File: src/rtl/stop_watch_display.sv
// Six-digit multiplexed 7-segment driver for an hh:mm:ss stopwatch.
// Each frame shows one snapshot of the inputs, taken when the digit scan wraps.
module stop_watch_display #(
  parameter int unsigned SCAN_DIV = 4
) (
  input  logic       clk_i,
  input  logic       rst_ni,
  input  logic [3:0] hour_i,
  input  logic [5:0] min_i,
  input  logic [5:0] sec_i,
  input  logic       blank_i,
  output logic [6:0] seg_o,
  output logic [5:0] dig_o,
  output logic       frame_o
);

  localparam int unsigned PW = $clog2(SCAN_DIV);
  localparam logic [PW-1:0] PrescMax = PW'(SCAN_DIV - 1);

  logic [PW-1:0] presc_q, presc_d;
  logic [2:0]    idx_q, idx_d;
  logic [3:0]    hour_q, hour_d;
  logic [5:0]    min_q, min_d;
  logic [5:0]    sec_q, sec_d;
  logic [6:0]    seg_q, seg_d;
  logic [5:0]    dig_q, dig_d;
  logic          frame_q, frame_d;

  logic          tc, wrap;
  logic [5:0]    val, tens;
  logic [3:0]    ones, digit;
  logic          oor;

  function automatic logic [6:0] enc7(input logic [3:0] d);
    logic [6:0] s;
    case (d)
      4'd0:    s = 7'h3F;
      4'd1:    s = 7'h06;
      4'd2:    s = 7'h5B;
      4'd3:    s = 7'h4F;
      4'd4:    s = 7'h66;
      4'd5:    s = 7'h6D;
      4'd6:    s = 7'h7D;
      4'd7:    s = 7'h07;
      4'd8:    s = 7'h7F;
      4'd9:    s = 7'h6F;
      default: s = 7'h00;
    endcase
    return s;
  endfunction

  // Scan timing and snapshot capture; the snapshot only moves on a 5->0 wrap.
  always_comb begin
    tc      = (presc_q == PrescMax);
    wrap    = tc && (idx_q == 3'd5);
    presc_d = tc ? '0 : presc_q + 1'b1;
    idx_d   = idx_q;
    if (tc) begin
      idx_d = wrap ? 3'd0 : idx_q + 3'd1;
    end
    hour_d  = hour_q;
    min_d   = min_q;
    sec_d   = sec_q;
    if (wrap) begin
      hour_d = hour_i;
      min_d  = min_i;
      sec_d  = sec_i;
    end
    frame_d = wrap;
  end

  // Digit decode for the slot currently addressed by idx.
  always_comb begin
    val = 6'd0;
    oor = 1'b0;
    case (idx_q)
      3'd0, 3'd1: begin
        val = sec_q;
        oor = (sec_q > 6'd59);
      end
      3'd2, 3'd3: begin
        val = min_q;
        oor = (min_q > 6'd59);
      end
      3'd4, 3'd5: begin
        val = {2'b00, hour_q};
        oor = (hour_q > 4'd11);
      end
      default: begin
        val = 6'd0;
        oor = 1'b0;
      end
    endcase
    tens  = val / 6'd10;
    ones  = 4'(val % 6'd10);
    digit = idx_q[0] ? 4'(tens) : ones;
    seg_d = enc7(digit);
    if (oor) begin
      seg_d = 7'h40;
    end else if ((idx_q == 3'd5) && (tens == 6'd0)) begin
      seg_d = 7'h00;
    end
    dig_d = blank_i ? 6'b000000 : (6'b000001 << idx_q);
  end

  always_ff @(posedge clk_i or negedge rst_ni) begin
    if (!rst_ni) begin
      presc_q <= '0;
      idx_q   <= 3'd0;
      hour_q  <= 4'd0;
      min_q   <= 6'd0;
      sec_q   <= 6'd0;
      seg_q   <= 7'h00;
      dig_q   <= 6'b000000;
      frame_q <= 1'b0;
    end else begin
      presc_q <= presc_d;
      idx_q   <= idx_d;
      hour_q  <= hour_d;
      min_q   <= min_d;
      sec_q   <= sec_d;
      seg_q   <= seg_d;
      dig_q   <= dig_d;
      frame_q <= frame_d;
    end
  end

  assign seg_o   = seg_q;
  assign dig_o   = dig_q;
  assign frame_o = frame_q;

endmodule
File: config.mk
export PLATFORM = sky130hd
export DESIGN_NAME = stop_watch_display
export DESIGN_NICKNAME = d
export VERILOG_FILES = /design/src/rtl/stop_watch_display.sv
export SDC_FILE = /design/constraint.sdc
export NUM_CORES = 1
export LEC_CHECK = 0
export CAP_MARGIN = 30
export CORE_ASPECT_RATIO = 1.75
export CORE_UTILIZATION = 35
export DETAILED_ROUTE_END_ITERATION = 10
export PLACE_DENSITY = 0.58
export SYNTH_ARGS = -nofsm -noshare
export SYNTH_HDL_FRONTEND = slang
export SYNTH_SLANG_ARGS = --single-unit
File: constraint.sdc
create_clock -name clk_i -period 4.1 [get_ports clk_i]
set_input_delay 0.82 -clock clk_i [delete_from_list [all_inputs] [get_ports clk_i]]
set_output_delay 0.82 -clock clk_i [all_outputs]
set_load 0.05 [all_outputs]
======== Word level (Yosys, flattened, before mapping) ========
Memory sizes are Yosys's and may differ from the RTL's.
Index checks and enable logic that the tools add are counted.
word-level totals
  bits in read-only memories .............. 112
  register bits after elaboration ......... 35
  input port bits ......................... 19
  memories ................................ 1
  output and inout port bits .............. 14
memories
  memory            depth  bits a word  read ports  clocked after Yosys merged registers in  write ports  RTL line  source
  (name not given)  16     7            1           0                                        0            36        case (d)
cells by class
  magnitude comparators ................... 3
  shift operators ......................... 1
  div/mod/pow operators ................... 2
  add/sub/neg operators ................... 2
  eq/ne operators ......................... 6
  reduce and logical (&&, ||, !) cells .... 7
  multiplexer cells ....................... 8
operators with widths
  kind                                                  count
  one-hot mux 6 bit (3 select lines)                    1
  two-way mux 7 bit                                     2
  greater-than comparator 6 bit, second input constant  2
  divider 6 x 4 -> 6 bit, second input constant         1
  equality test 3 x 2 -> 1 bit, second input constant   2
  equality test 3 bit, second input constant            2
  logical NOT 6 bit                                     1
  modulo 6 x 4 -> 6 bit, second input constant          1
  two-way mux 6 bit                                     1
  OR reduction 2 bit                                    3
  left shift 1 x 3 -> 6 bit, first input constant       1
  greater-than comparator 4 bit, second input constant  1
  two-way mux 4 bit                                     1
  adder 3 x 1 -> 3 bit, second input constant           1
  equality test 3 x 1 -> 1 bit, second input constant   1
  logical NOT 3 bit                                     1
  two-way mux 3 bit                                     1
  one-hot mux 1 bit (3 select lines)                    1
  adder 2 x 1 -> 2 bit, second input constant           1
  equality test 2 bit, second input constant            1
  logical AND 1 bit                                     2
  two-way mux 2 bit                                     1

======== Logic depth before layout (Yosys ltp) ========
Gate-level depths: netlist of the first run.
  word-level depth ........................ 8
  depth in mapped cells ................... 19
  gate-level depth less buffers ........... 18

======== Worst setup path after synthesis of the first run ========
Ideal clock, no wire load.
  path type ............................... reg-to-reg
  start point ............................. reg idx_q[0]
  end point ............................... reg seg_q[3] (netlist: seg_o[3])
  cell stages (with the launch flop) ...... 18
  clock period less this slack ............ 3984 ps
  setup slack ............................. 116 ps
  data arrival time ....................... 3883 ps
  path buffers ............................ 1
  cells stage by stage .................... dfrtp_1 clkbuf_1 inv_1 ha_1 nor2b_1 o21ai_0 nand2_1 inv_2 ha_1 nor2b_1 o21ai_1 a21oi_1 a311oi_4 o21ai_0 a31oi_2 inv_1 ha_1 o32ai_1
on the way
  word-level cells in the longest chain between the ends .. 8
  elaborated cells between the ends (all ways) .. 19
  those cells by class .................... div: 2; eq/ne: 5; mux: 5; reduce/logical: 6; memory: 1
ends and longest elaborated chain
  item                                                                    RTL line  source
  start: declaration                                                      21        logic [2:0] idx_q, idx_d;
  start signal: assignment                                                118       idx_q <= idx_d;
  equality test 3 bit, or another cell as far along                       76, 100
  OR reduction 2 bit                                                      76        case (idx_q)
  one-hot mux 6 bit (3 select lines)                                      76
  modulo 6 x 4 -> 6 bit / divider 6 x 4 -> 6 bit (equally long branches)  95, 94
  two-way mux 4 bit / logical NOT 6 bit (equally long branches)           96, 100
  memory (16 x 7 bit) / logical AND 1 bit (equally long branches)         --
  two-way mux 7 bit                                                       100       end else if ((idx_q == 3'd5) && (tens == 6'd0)) begin
  two-way mux 7 bit (*)                                                   98        if (oor) begin
  net seg_d[3]                                                            25        logic [6:0] seg_q, seg_d;
  end signal: assignment                                                  122       seg_q <= seg_d;
  end: declaration                                                        25
The timed path passes the listed nets; every way through them passes the cells marked *.
A chain may end at the register's enable or synchronous reset.

======== Worst setup path after layout of the first run ========
  start point ............................. reg idx_q[0]
  end point ............................... reg seg_q[5] (netlist: seg_o[5])
Same word-level chain as after synthesis.

==> results of run 1 <==
final timing paths:
check | startpoint | endpoint | slack, ns
worst max-delay path | idx_q[0] | seg_o[5] | 0.34
worst min-delay path | presc_q[0] | presc_q[0] | 0.43
worst max register to register | idx_q[0] | seg_o[5] | 0.34
worst min register to register | presc_q[0] | presc_q[0] | 0.43
max in group asynchronous | rst_ni | idx_q[2] | 2.82
min in group asynchronous | rst_ni | seg_o[2] | 0.93
cell usage after synthesis (2+ instances only):
| library cell | n | area share |
|---|---|---|
| a21oi_1 | 9 | 0.022 |
| mux2i_1 | 5 | 0.025 |
| or2_1 | 2 | 0.0061 |
| o32ai_1 | 4 | 0.017 |
| and2_1 | 2 | 0.0061 |
| nor2b_1 | 5 | 0.015 |
| nand3_1 | 9 | 0.022 |
| inv_1 | 9 | 0.017 |
| nor3_1 | 2 | 0.0049 |
| o21ai_0 | 13 | 0.032 |
| o21ai_1 | 3 | 0.0074 |
| nand4_1 | 2 | 0.0061 |
| nand2_1 | 12 | 0.022 |
| nand2b_1 | 3 | 0.0092 |
| dfrtp_1 | 35 | 0.43 |
| nor2_1 | 7 | 0.013 |
| nor3b_1 | 3 | 0.011 |
| o22ai_1 | 3 | 0.0092 |
| clkbuf_1 | 3 | 0.0055 |
| ha_1 | 13 | 0.080 |
| mux2_1 | 2 | 0.011 |
| buf_4 | 2 | 0.0074 |
| mux2_2 | 16 | 0.088 |
state kept, by name, summed over array words and instances, names as in the netlist:
name	cells
idx_q	3
seg_o	7
min_q	6
sec_q	6
presc_q	2
hour_q	4
dig_o	6
frame_o	1
power by group:
group,total [mW],internal (mW),leakage [nW],switching [mW]
Clock,0.328,0.200,0.0618,0.128
Combinational,0.263,0.106,0.618,0.156
Sequential,0.384,0.372,0.429,0.0116
cell type report:
cell class	instances	area [um2]	area share
Multi-Input combinational cell	138	1101	0.4203
Tap cell	76	95.09	0.03629
Clock inverter	2	38.79	0.01480
Sequential cell	35	877.1	0.3348
Inverter	10	37.54	0.01433
Clock buffer	6	82.58	0.03152
Timing Repair Buffer	41	387.9	0.1480
cells in the final DEF (no fill, tap or decap), types with 3 or more instances in the layout:
cell	count
nor2b_1	5
o21ai_0	13
mux2i_1	5
nor2_1	7
dfrtp_1	34
o32ai_1	4
nand2b_1	3
a21oi_1	9
o22ai_1	3
clkbuf_8	6
mux2_2	16
nand3_1	9
o21ai_1	3
buf_4	9
ha_1	13
inv_1	9
nand2_1	12
nor3b_1	3
clkdlybuf4s50_1	32
worst max-delay path: cells and delay by family, from the launching register on:
kind	cells	cell delay, ns
buffers and inverters	2	0.25
flip-flops	1	0.41
adder cells (fa/ha/maj)	3	0.93
AO/OA/AOI/OAI	6	1.27
AND/OR/NAND/NOR	5	0.79
through the flow:
step,area [um2],hold slack [ns],worst slack [ns],total power [mW],instances
after detailed placement,2491,0.4254,0.2807,0.6538,300
after floorplan,2039,0.4031,0.1165,0.5581,189
final,2620,0.4321,0.3421,0.9750,308
after CTS,2613,0.4357,0.2662,0.9852,308
after global placement,2491,0.4159,0.2604,0.6540,300
after global routing,2620,0.4521,0.03510,1.024,308
kinds of logic after synthesis:
group,Yosys count,synth area share
adders and majority gates,13,0.07976
xor gates and xnor gates,1,0.004295
muxes,23,0.1239
AOI/OAI and AO/OA,51,0.1982
and+or+nand+nor,50,0.1307
buffers and inverters,16,0.03373
DFF,35,0.4294
per-layer routing:
metal  vias to the layer above  wire length (um)  GRT usage
met1                       791              1794     0.1712
li1                        772                 -          -
met3                         8               104    0.03137
met2                        34              2454     0.3034
met5                         -                 0          0
met4                         0                84    0.06440
timing repair:
action | in CTS | in global routing
setup endpoints to repair | 0 | 4
gates resized for setup | 0 | 2
hold endpoints to repair | 0 | 0
==> flow_summary.yaml, run 1 <==
outcome:
  status: "completed"
critical_path:
  cp.arrival_ns: 3.93
  crit_path_top_delay_cell: "dfrtp_1"
  critical_path.cell_chain: "inv_1, ha_1, o21ba_4, nand2_1, nand2_1, inv_2, ha_1, nor2b_1, a211oi_1, o22ai_2, ha_1, o21ai_0, a31o_2, nand2_1, or2_1, o32ai_1"
  cp-start-kind: "flop"
  reg2reg_depth: 16
  critPathMaxFanout: 7
  required_ns: 4.27
  cpPeakStageDelay_ns: 0.41
  path_class: "reg -> reg"
  end_kind: "flop"
cts:
  clkTransAtPathRegs_ns: 0.07
  cts_max_level: 2
  root_buffer: "clkbuf_8"
  post_cts_buffers: 0
  clk_latency_ns: 0.29
  cts_buffers: 5
  cts_hold_buf: 0
  clk_path_buf_depth: 2
  clock_sinks: 35
  cts_tree: "done"
sta:
  slew_headroom: 0.4640
  period_minus_slack_ns: 3.758
  setup_viol: 0
  finalHoldViolations: 0
  max_freq_mhz: 266.1
  fin_crit_sh: 0.9166
  tightest_slew_ns: 0.8017
  rsz0062_at_grt: "false"
  fin_skew_ns: 0.004451
  timing.setup.tns_ns: 0
  slew_viol_final: 0
die:
  start_util: 0.3651
  dieHeight_um: 103.0
  num_rows: 36
  ios: 33
  dieArea_um2: 6148
  die_w_um: 59.71
  coreArea_um2: 5585
logic_synthesis:
  async_reset_ff_frac: 1.000
  synthFlopType: "dfrtp_1"
  synth_edf_count: 0
  syn_inst: 189
  yosysUniqueCellTypes: 48
  synth_warnings: 0
  ys_ff_latch: 35
  avgSynthCellArea_um2: 10.79
  seq_area_frac_synth: 0.4294
  syn_area_um2: 2039
  synth_nets: 221
final_layout:
  syn_to_final_growth_pct: 28.47
  drive_gt1_frac: 0.1983
  diodes: 0
  fillCellCount: 536
  final_core_util: 0.4691
  layout.nets: 263
global_routing:
  grt_pass1_wl_um: 7465
  grt-ovfl-total: 0
  grt_max_degree: 36
  antenna_found_initial: 0
  grt_pass1_vias: 1626
  grt_use_total: 0.1621
min_path:
  min-delay-path-class: "reg -> reg"
  min_delay_path_depth: 1
drt:
  drtIter0Drc: 38
  antenna_left: 0
  vias: 1605
  viasPerCell: 5.211
  drc: 0
  drt-total-wl_um: 4437
  first_pass_iters: 4
  post_drt_wl_per_cell_um: 14.41
place:
  port_buffers: 32
  gp_congestion: 0.8498
  hpwl_um: 3356
power:
  p_leak_nw: 1.109
  peakVddDrop_v: 0.0003421
  powerDensity_nw_per_um2: 372.1
flow_run:
  cap_violations: 0
Power figures use the tool's default switching activity.
==> run 2, diff against run 1 <==
--- a/config.mk
+++ b/config.mk
@@ -5,11 +5,12 @@
 export SDC_FILE = /design/constraint.sdc
 export NUM_CORES = 1
 export LEC_CHECK = 0
-export CAP_MARGIN = 30
+export CAP_MARGIN = 15
 export CORE_ASPECT_RATIO = 1.75
 export CORE_UTILIZATION = 35
 export DETAILED_ROUTE_END_ITERATION = 10
-export PLACE_DENSITY = 0.58
+export PLACE_DENSITY = 0.64
+export SKIP_CTS_REPAIR_TIMING = 1
 export SYNTH_ARGS = -nofsm -noshare
 export SYNTH_HDL_FRONTEND = slang
 export SYNTH_SLANG_ARGS = --single-unit
==> flow_summary.yaml, run 2 (same netlist as run 1, synthesis figures left out) <==
outcome:
  status: "completed"
sta:
  timing.setup.tns_ns: 0
  holdWs_ns: 0.4287
  fin_skew_ns: 0.004321
  fin_crit_sh: 0.9227
  slew_viol_final: 0
  slew_headroom: 0.4794
  finalHoldViolations: 0
  fin_ws_ns: 0.3168
  period_minus_slack_ns: 3.783
  setup_viol: 0
  rsz0062_at_grt: "false"
  max_freq_mhz: 264.3
  tightest_slew_ns: 0.7787
die:
  die_w_um: 59.71
  start_util: 0.3651
  num_rows: 36
  dieArea_um2: 6148
  dieHeight_um: 103.0
  coreArea_um2: 5585
  ios: 33
flow_run:
  cap_violations: 0
drt:
  vias: 1613
  viasPerCell: 5.237
  drtIter0Drc: 37
  first_pass_iters: 4
  drt-total-wl_um: 4182
  post_drt_wl_per_cell_um: 13.58
  drc: 0
  antenna_left: 0
critical_path:
  reg2reg_slack_ns: 0.32
  cp.arrival_ns: 3.94
  path_class: "reg -> reg"
  cp-start-kind: "flop"
  required_ns: 4.26
  end_kind: "flop"
  critPathMaxFanout: 7
cts:
  cts_buffers: 5
  root_buffer: "clkbuf_8"
  clk_path_buf_depth: 2
  clkTransAtPathRegs_ns: 0.07
  cts_tree: "done"
  clock_sinks: 35
  clk_latency_ns: 0.28
  cts_max_level: 2
final_layout:
  layout_commonest_cell: "dfrtp_1"
  syn_to_final_growth_pct: 26.56
  design_area_um2: 2581
  largest_register_ffs: 7
  diodes: 0
  drive_gt1_frac: 0.1897
  mostFrequentLayoutCells: "dfrtp_1 (35), clkdlybuf4s50_1 (32), mux2_2 (16)"
  layout.nets: 263
place:
  placed_cell_area_um2: 2491
  port_buffers: 32
  gp_congestion: 0.8337
  hpwl_um: 3259
  post-place-ws_ns: 0.1987
global_routing:
  grt_max_degree: 36
  grt_pass1_wl_um: 7038
  grt_pass1_vias: 1559
  grt_use_total: 0.1543
  grt-ovfl-total: 0
  antenna_found_initial: 0
power:
  powerDensity_nw_per_um2: 341.5
  peakVddDrop_v: 0.0001971
  p_leak_nw: 1.091
min_path:
  min-delay-path-class: "reg -> reg"
run 2: final timing paths:
check | cells after the start | from | end
max | 16 | idx_q[0] | seg_o[5]
min | 1 | presc_q[0] | presc_q[0]
max reg2reg | 16 | idx_q[0] | seg_o[5]
min reg2reg | 1 | presc_q[0] | presc_q[0]
max in group asynchronous | 2 | rst_ni | seg_o[5]
min in group asynchronous | 2 | rst_ni | hour_q[2]
run 2: layout make-up:
| cell class | count | area [um2] |
|---|---|---|
| sequential | 35 | 875.8 |
| fill | 541 | 3004 |
| tap | 76 | 95.09 |
| clock inverter | 1 | 5.005 |
| clock buffer | 7 | 76.32 |
| timing repair buffer | 41 | 387.9 |
| multi-input combinational | 138 | 1104 |
| inverter | 10 | 37.54 |
run 2: report_power, final:
group	internal [mW]	switching [mW]	total [mW]
clock	0.119	0.117	0.236
combinational	0.107	0.156	0.262
sequential	0.372	0.0107	0.383
total	0.598	0.283	0.881
run 2: metrics by stage:
step                      power [mW]  cells  utilization
after global placement        0.6504    300       0.4460
after detailed placement      0.6515    300       0.4460
final                         0.8815    308       0.4621
after global routing          0.9263    308       0.4621
after floorplan               0.5581    189            -
after CTS                     0.8922    308       0.4606
run 2: worst max-delay path, cell delays in order (launching register included):
cell and delay, ns:
dfrtp_1 0.41, inv_1 0.20, ha_1 0.30, o21ba_4 0.21, nand2_1 0.10, nand2_1 0.12, inv_2 0.06, ha_1 0.33
nor2b_1 0.16, a211oi_1 0.28, o22ai_2 0.18, ha_1 0.29, o21ai_0 0.16, a31o_2 0.12, nand2_1 0.10, or2_1 0.30
o32ai_1 0.33
run 2: per-layer routing:
metal / part of all wire / global-route usage / up-vias
met3: 0.029 / 0.03639 / 9
met5: 0 / 0 / -
met1: 0.38 / 0.1615 / 800
met4: 0.031 / 0.08408 / 0
met2: 0.56 / 0.2752 / 28
li1: - / - / 776
==> run 3, diff against run 2 <==
--- a/config.mk
+++ b/config.mk
@@ -8,8 +8,9 @@
 export CAP_MARGIN = 15
 export CORE_ASPECT_RATIO = 1.75
 export CORE_UTILIZATION = 35
+export CTS_CLUSTER_DIAMETER = 40
 export DETAILED_ROUTE_END_ITERATION = 10
-export PLACE_DENSITY = 0.64
+export PLACE_DENSITY = 0.62
 export SKIP_CTS_REPAIR_TIMING = 1
 export SYNTH_ARGS = -nofsm -noshare
 export SYNTH_HDL_FRONTEND = slang
==> constraint.sdc (replaced) <==
create_clock -name clk_i -period 3.94 [get_ports clk_i]
set_input_delay 0.788 -clock clk_i [delete_from_list [all_inputs] [get_ports clk_i]]
set_output_delay 0.788 -clock clk_i [all_outputs]
set_load 0.05 [all_outputs]
==> flow_summary.yaml, run 3 (same netlist as run 1, synthesis figures left out) <==
outcome:
  status: "completed"
place:
  port_buffers: 32
  post-place-ws_ns: 0.1617
  placed_cell_area_um2: 2499
  hpwl_um: 3339
  gp_congestion: 0.8145
cts:
  clock_sinks: 35
  clk_latency_ns: 0.28
  cts_buffers: 5
  cts_tree: "done"
  clk_path_buf_depth: 2
  cts_max_level: 2
  clkTransAtPathRegs_ns: 0.06
  root_buffer: "clkbuf_8"
critical_path:
  critical_path.cell_chain: "inv_1, ha_2, o21ba_4, nand2_1, nand2_1, inv_2, ha_1, nor2b_1, a211oi_2, o22ai_2, ha_1, o21ai_0, a31o_2, nand2_1, or2_1, o32ai_1"
  path_class: "reg -> reg"
  cp.arrival_ns: 3.87
  critPathMaxFanout: 8
  end_kind: "flop"
  worstSetupStartpoint: "idx_q[0]"
  cp-start-kind: "flop"
  crit_top_cell: "nand2_1"
  crit_path_top_delay_cell: "dfrtp_2"
  required_ns: 4.10
  reg2reg_to: "seg_o[5]"
  reg2reg_depth: 16
  endpoint: "seg_o[5]"
  r2r-start: "idx_q[0]"
  cpPeakStageDelay_ns: 0.44
  reg2reg_slack_ns: 0.23
power:
  powerDensity_nw_per_um2: 347.7
  peakVddDrop_v: 0.0002175
  p_leak_nw: 1.088
sta:
  timing.setup.tns_ns: 0
  fin_skew_ns: 0.004941
  max_freq_mhz: 269.9
  slew_headroom: 0.4790
  fin_ws_ns: 0.2343
  slew_viol_final: 0
  setup_viol: 0
  rsz0062_at_grt: "false"
  finalHoldViolations: 0
  fin_crit_sh: 0.9405
  tightest_slew_ns: 0.7794
  period_minus_slack_ns: 3.706
global_routing:
  grt_pass1_wl_um: 7238
  grt-ovfl-total: 0
  grt_max_degree: 36
  grt_use_total: 0.1604
  grt_pass1_vias: 1549
  antenna_found_initial: 0
min_path:
  min-delay-path-class: "reg -> reg"
  min-delay-start: "presc_q[0]"
die:
  start_util: 0.3651
  die_w_um: 59.71
  dieHeight_um: 103.0
  ios: 33
  num_rows: 36
  dieArea_um2: 6148
  coreArea_um2: 5585
drt:
  antenna_left: 0
  drt-total-wl_um: 4260
  drc: 0
  drtIter0Drc: 52
  vias: 1579
  first_pass_iters: 5
  viasPerCell: 5.143
  post_drt_wl_per_cell_um: 13.88
final_layout:
  largest_register_ffs: 7
  drive_gt1_frac: 0.2035
  layout.nets: 264
  syn_to_final_growth_pct: 26.93
  layout_commonest_cell: "dfrtp_1"
  mostFrequentLayoutCells: "dfrtp_1 (34), clkdlybuf4s50_1 (32), mux2_2 (16)"
  diodes: 0
  fillCellCount: 551
  design_area_um2: 2589
flow_run:
  cap_violations: 0
[run 3: cell types whose count changed in the layout (fill, tap and decap cells not counted)]
| cell | before | now |
|---|---|---|
| ha_1 | 13 | 11 |
| ha_2 | 0 | 2 |
| a211oi_1 | 1 | 0 |
| a211oi_2 | 0 | 1 |
| buf_4 | 9 | 10 |
| clkbuf_1 | 2 | 1 |
| clkinv_2 | 1 | 0 |
| dfrtp_1 | 35 | 34 |
| dfrtp_2 | 0 | 1 |
| nor2b_1 | 4 | 5 |
| nor2b_2 | 1 | 0 |
[run 3: worst min path at each step]
stage,endpoint,slack (ns),depth (start not counted)
after CTS,presc_q[0],0.43,1
final,presc_q[0],0.43,1
after floorplan,presc_q[0],0.40,1
after global placement,presc_q[0],0.41,1
after global routing,presc_q[0],0.45,1
after detailed placement,presc_q[0],0.42,1
[run 3: through the flow]
stage	power (mW)	instances	hold slack, ns	util
after global placement	0.6732	301	0.4133	0.4474
after global routing	0.9521	307	0.4459	0.4635
after detailed placement	0.6753	301	0.4218	0.4474
final	0.9002	307	0.4269	0.4635
after CTS	0.9113	307	0.4306	0.4603
after floorplan	0.5807	189	0.4031	-
[run 3: power breakdown]
part           internal, mW  switching, mW
Clock                 0.118          0.113
Combinational         0.109          0.162
Sequential            0.388         0.0115
[run 3: cell type report]
cell class | instances | area, um2 | area share
sequential | 35 | 877.1 | 0.3388
multi-input combinational | 138 | 1111 | 0.4292
tap | 76 | 95.09 | 0.03673
timing repair buffer | 42 | 395.4 | 0.1527
clock buffer | 6 | 72.57 | 0.02803
inverter | 10 | 37.54 | 0.01450
[run 3: critical path: cells and delay by family (launching register included)]
kind            cells  cell delay (ns)
compound gates      6             1.21
fa+ha+maj           3             0.86
buf+inv             2             0.17
flops               1             0.44
simple gates        5             0.89
[run 3: layer usage]
| layer | routed length, um | global-route usage | share of wire | vias up |
|---|---|---|---|---|
| li1 | - | - | - | 777 |
| met1 | 1652 | 0.1733 | 0.39 | 767 |
| met2 | 2413 | 0.2889 | 0.57 | 29 |
| met3 | 93 | 0.03388 | 0.022 | 6 |
| met4 | 101 | 0.07513 | 0.024 | 0 |
| met5 | 0 | 0 | 0 | - |
